**config.mk**
```make
export PLATFORM = sky130hd
export DESIGN_NAME = multi_edge_counter
export DESIGN_NICKNAME = d
export VERILOG_FILES = /design/src/rtl/multi_edge_counter.sv
export SDC_FILE = /design/constraint.sdc
export NUM_CORES = 1
export LEC_CHECK = 0
export ABC_AREA = 0
export CAP_MARGIN = 0
export CORE_ASPECT_RATIO = 1.25
export CORE_MARGIN = 2
export CORE_UTILIZATION = 50
export DETAILED_ROUTE_END_ITERATION = 8
export PLACE_DENSITY = 0.84
export SETUP_SLACK_MARGIN = 0.5
export SLEW_MARGIN = 20
export SYNTH_ARGS = -nofsm -noshare
export SYNTH_HDL_FRONTEND = slang
export SYNTH_SLANG_ARGS = --single-unit
export TNS_END_PERCENT = 5
```
**constraint.sdc**
```tcl
create_clock -name s_axi_aclk -period 5.7 [get_ports s_axi_aclk]
set_input_delay 0.57 -clock s_axi_aclk [delete_from_list [all_inputs] [get_ports s_axi_aclk]]
set_output_delay 0.57 -clock s_axi_aclk [all_outputs]
set_load 0.01 [all_outputs]
```
**src/rtl/multi_edge_counter.sv**
```systemverilog
// multi_edge_counter: multi-channel windowed edge counter emitting timestamped records to the RTI FIFO.
// Define MULTI_EDGE_COUNTER_SAT_EN for saturating counters with a per-record saturation flag.
module multi_edge_counter #(
   parameter int NUM_CH      = 4,
   parameter int COUNT_WIDTH = 16,
   parameter int SYNC_STAGES = 2
) (
   input  logic              s_axi_aclk,
   input  logic              s_axi_aresetn,
   input  logic [NUM_CH-1:0] input_sig,
   input  logic [63:0]       counter,
   input  logic              cmd_valid,
   input  logic [63:0]       cmd_in,
   input  logic              fifo_full,
   output logic              write,
   output logic [127:0]      count_out,
   output logic              busy,
   output logic              cmd_error
);
   localparam int IW = (NUM_CH > 1) ? $clog2(NUM_CH) : 1;
   typedef enum logic [1:0] {IDLE, COUNT, DUMP} state_t;
   state_t                 state;
   logic [NUM_CH-1:0]      sync_q [SYNC_STAGES];
   logic [NUM_CH-1:0]      prev, rise_q, fall_q, mask, inc, sat;
   logic [1:0]             mode;
   logic [COUNT_WIDTH-1:0] cnt [NUM_CH];
   logic [63:0]            ts;
   logic [IW-1:0]          idx;
   logic                   start, stop, clr, last, unused_cmd;
   assign start      = cmd_valid && cmd_in[1:0] == 2'b01;
   assign stop       = cmd_valid && cmd_in[1:0] == 2'b10;
   assign clr        = cmd_valid && cmd_in[1:0] == 2'b11;
   assign last       = idx == IW'(NUM_CH - 1);
   assign unused_cmd = ^cmd_in;
   assign inc        = mask & (({NUM_CH{mode[0]}} & rise_q) | ({NUM_CH{mode[1]}} & fall_q));
   assign busy       = state != IDLE;
   // Gated combinationally so a full FIFO or a CLEAR in the same cycle blocks the write.
   assign write      = state == DUMP && mask[idx] && !fifo_full && !clr;
   always_comb begin
      count_out = '0;
      if (state == DUMP && mask[idx]) begin
         count_out[127:64]            = ts;
         count_out[63:56]             = 8'(idx);
         count_out[48]                = sat[idx];
         count_out[COUNT_WIDTH-1:0]   = cnt[idx];
      end
   end
   // Edge pulses are registered, giving SYNC_STAGES+2 cycles from input toggle to count.
   always_ff @(posedge s_axi_aclk or negedge s_axi_aresetn)
      if (!s_axi_aresetn) begin
         for (int i = 0; i < SYNC_STAGES; i++) sync_q[i] <= '0;
         prev   <= '0;
         rise_q <= '0;
         fall_q <= '0;
      end else begin
         sync_q[0] <= input_sig;
         for (int i = 1; i < SYNC_STAGES; i++) sync_q[i] <= sync_q[i-1];
         prev   <= sync_q[SYNC_STAGES-1];
         rise_q <= sync_q[SYNC_STAGES-1] & ~prev;
         fall_q <= ~sync_q[SYNC_STAGES-1] & prev;
      end
   always_ff @(posedge s_axi_aclk or negedge s_axi_aresetn)
      if (!s_axi_aresetn) begin
         state     <= IDLE;
         mask      <= '0;
         mode      <= '0;
         sat       <= '0;
         ts        <= '0;
         idx       <= '0;
         cmd_error <= 1'b0;
         for (int c = 0; c < NUM_CH; c++) cnt[c] <= '0;
      end else begin
         cmd_error <= (stop && state == IDLE) || (start && state != IDLE) || (stop && state == DUMP);
         if (clr) begin
            state <= IDLE;
            idx   <= '0;
            sat   <= '0;
            for (int c = 0; c < NUM_CH; c++) cnt[c] <= '0;
         end else if (state == IDLE) begin
            if (start) begin
               mask  <= cmd_in[8 +: NUM_CH];
               mode  <= cmd_in[17:16];
               sat   <= '0;
               state <= COUNT;
               for (int c = 0; c < NUM_CH; c++) cnt[c] <= '0;
            end
         end else if (state == COUNT) begin
            for (int c = 0; c < NUM_CH; c++) begin
`ifdef MULTI_EDGE_COUNTER_SAT_EN
               if (inc[c] && &cnt[c]) sat[c] <= 1'b1;
               else if (inc[c]) cnt[c] <= cnt[c] + 1'b1;
`else
               if (inc[c]) cnt[c] <= cnt[c] + 1'b1;
`endif
            end
            if (stop) begin
               ts    <= counter;
               idx   <= '0;
               state <= DUMP;
            end
         end else if (!mask[idx] || !fifo_full) begin
            idx <= idx + 1'b1;
            if (last) state <= IDLE;
         end
      end
endmodule
```
==> metrics <==
status=finished, final reports clean; Die Span Y=around 150 microns; largest cells by area after synthesis=dfrtp_1, mux2_2, and3_1; final setup fails=0; clock sink count=~160; Yosys reg bits=around 160; Die Footprint=around 18000 sq um; Final Hold Vio Count=0; Final #Nets=1046; Avg Inst Size Synth=~11 sq um; CP Launch Point=idx[0]; most common cell after layout, fill and taps aside=clkdlybuf4s50_1; register area share after synthesis=between 40 and 50%; 1st-pass router iterations=5; P&R area growth vs syn=25.8%; PortBufs=about 160; Worst R2R Setup Slack=3.21 ns; Clk Latency, worst-skew pair=between 0.4 and 0.5 ns; async set-reset flop share out of synthesis=100%; Setup CP Type=flop to output pin; HPWL after DPL=between 10000 and 15000 microns; DR DRC count=0; Final WS setup=2.17 ns; pre-CTS setup slack=approximately 2.5 ns; first-pass GRT wire length=between 30000 and 40000 microns; row count=52; most area-hungry cell type in the Yosys netlist=dfrtp_1; chip width=approximately 120 microns; Vias=approximately 6.5k; minimum clock period=approximately 3.5 ns; Crit Path Max Fanout=~50; initial core utilization=51.1%; Via-to-Cell Ratio=5.74; layout cell share with drive strength beyond 1=approximately 16%; initial antenna violation count=0; Mapped Area=between 8000 and 9000 sq um; RSZ-0062 raised after global routing=no; DR iter-0 viols=453; R2R Path End=cnt[54]; largest net degree at the start of global routing=110; CP Launch Type=flop; number of flops mapped to enable cells by yosys=0; Worst EP required=between 5 and 6 ns; CP Data Arrival Time=2.96 ns; pwr dens=381 nW/um^2; Max transition margin=between 10% and 20%; min-delay worst type=input pin to async pin; Primary FF master, synth=dfrtp_1; Slew @ Worst Pin=roughly 1.2 ns; Worst Setup End Kind=output pin; core region area=approximately 16000 sq um; Slew Limit Fails=0; Clock Skew=between 0.01 and 0.015 ns; RePlAce Congestion=about 0.9; clk root buf=clkbuf_16; worst r2r src=mode[0]; clk slew on worst S/H paths=approximately 0.06 ns; Period Utilization, post-route=between 60% and 70%; worst vdd ir=roughly 0.00025 V; max cap viols=0; final WL=between 20000 and 25000 microns; crit path to=count_out[84]; fillcell total=about 1.3k; clock buffer depth=2; total CTS buffers=17; Cell variety after synth=62; commonest non-fill, non-tap cells in the layout=clkdlybuf4s50_1, dfrtp_1, and3_1; f_max=~0.28 GHz; Mapped Cells=roughly 760; CTS Hold Bufs=0; Tot Pwr=between 0.003 and 0.004 W; ANT cells=0; remaining antenna violation count=0; IO Pins=267; routed len/inst=18.6 microns; Synth top area share=47.9%; hold slack=0.242 ns; Setup Fix Bufs, Post-CTS=0; H-tree levels=4; global route total overflow=0; setup tns final=0 ns; CTS tree=done; vias in the first global route=roughly 6.7k; Yosys warning count=0; CTS resizes=0; GRT Resource Usage Total=between 20% and 30%; Leak=about 4.6 nW; worst r2r path cells=5
## synth_stat cells (all sizes together), types with 2 or more instances
master,number
or4,7
clkbuf,23
o211ai,2
inv,8
o21ai,22
nor2b,11
and4,5
nand3,33
nor2,41
nand2,43
buf,69
a21oi,17
nor3,14
o31a,2
o31ai,5
and3,87
xnor2,27
o22ai,5
nor4,19
a211o,2
nand2b,2
or2,5
nor3b,2
dfrtp,159
a21o,2
ha,5
and2,6
nand4,14
a22o,5
or3,12
mux4,17
a31oi,4
mux2,71
xor2,5
## state kept, by name, summed over array words and instances (netlist names)
signal	flops
cnt	64
mode	2
fall_q	4
mask	4
ts	64
state	2
prev	4
sync_q	8
rise_q	4
idx	2
cmd_error	1
## routing by layer
metal / vias up / track usage [%] / share of wire (%)
met5: - / 0 / 0
met4: 0 / 11.0 / 3.1
met3: 52 / 7.25 / 9.6
met2: 348 / 41.8 / 51
met1: 3165 / 28.6 / 36
li1: 2940 / - / -
## stage by stage
stage / instance area (sq um) / utilization [%] / std cells
2_1_floorplan: 8480 / - / 807
3_3_place_gp: 9890 / 60.8 / 1102
6_report: 10500 / 64.3 / 1134
4_1_cts: 10500 / 64.2 / 1134
5_1_grt: 10500 / 64.3 / 1134
3_5_place_dp: 9890 / 60.8 / 1102
## report_power, final
part | switching [W] | internal (W) | total [W]
Sequential | 0.000189 | 0.00141 | 0.00160
Combinational | 0.000729 | 0.000575 | 0.00130
Clock | 0.000490 | 0.000588 | 0.00108
## how the worst min path moves through the flow
stage                        startpoint         to  slack [ns]  cells after the start
after floorplan           s_axi_aresetn  cmd_error        0.27                      0
after global placement        sync_q[7]  sync_q[3]        0.33                      0
after detailed placement      sync_q[6]  sync_q[2]        0.34                      0
after CTS                 s_axi_aresetn    cnt[52]        0.32                      1
after global routing      s_axi_aresetn    cnt[36]        0.35                      1
final                     s_axi_aresetn    cnt[35]        0.24                      1
## kinds of logic (layout without fill, tap and decap cells)
family	count (synthesis)	in the layout	share of synthesized area (%)
buf+inv	100	211	7.14
fa+ha+maj	5	5	0.753
compound gates	72	72	5.71
flops	159	159	47.9
mux	88	88	14.3
other cells	1	46	0.0451
simple gates	305	305	20.8
xor+xnor	32	32	3.37
## final cells by class
type | instances | area [sq um] | share of cell area (%)
sequential | 159 | 3980 | 38.1
timing repair buffer | 171 | 1700 | 16.2
clock buffer | 19 | 453 | 4.33
multi-input combinational | 548 | 3920 | 37.5
inverter | 8 | 30.0 | 0.287
tap | 216 | 270 | 2.59
clock inverter | 13 | 103 | 0.982
## critical path: stages, from the launching register on
cell and delay (ns):
dfrtp_1 0.40, mux4_2 0.92, buf_4 0.43, and3_1 0.21, clkdlybuf4s50_1 0.57
No activity file was read; power rests on OpenSTA's default activity.
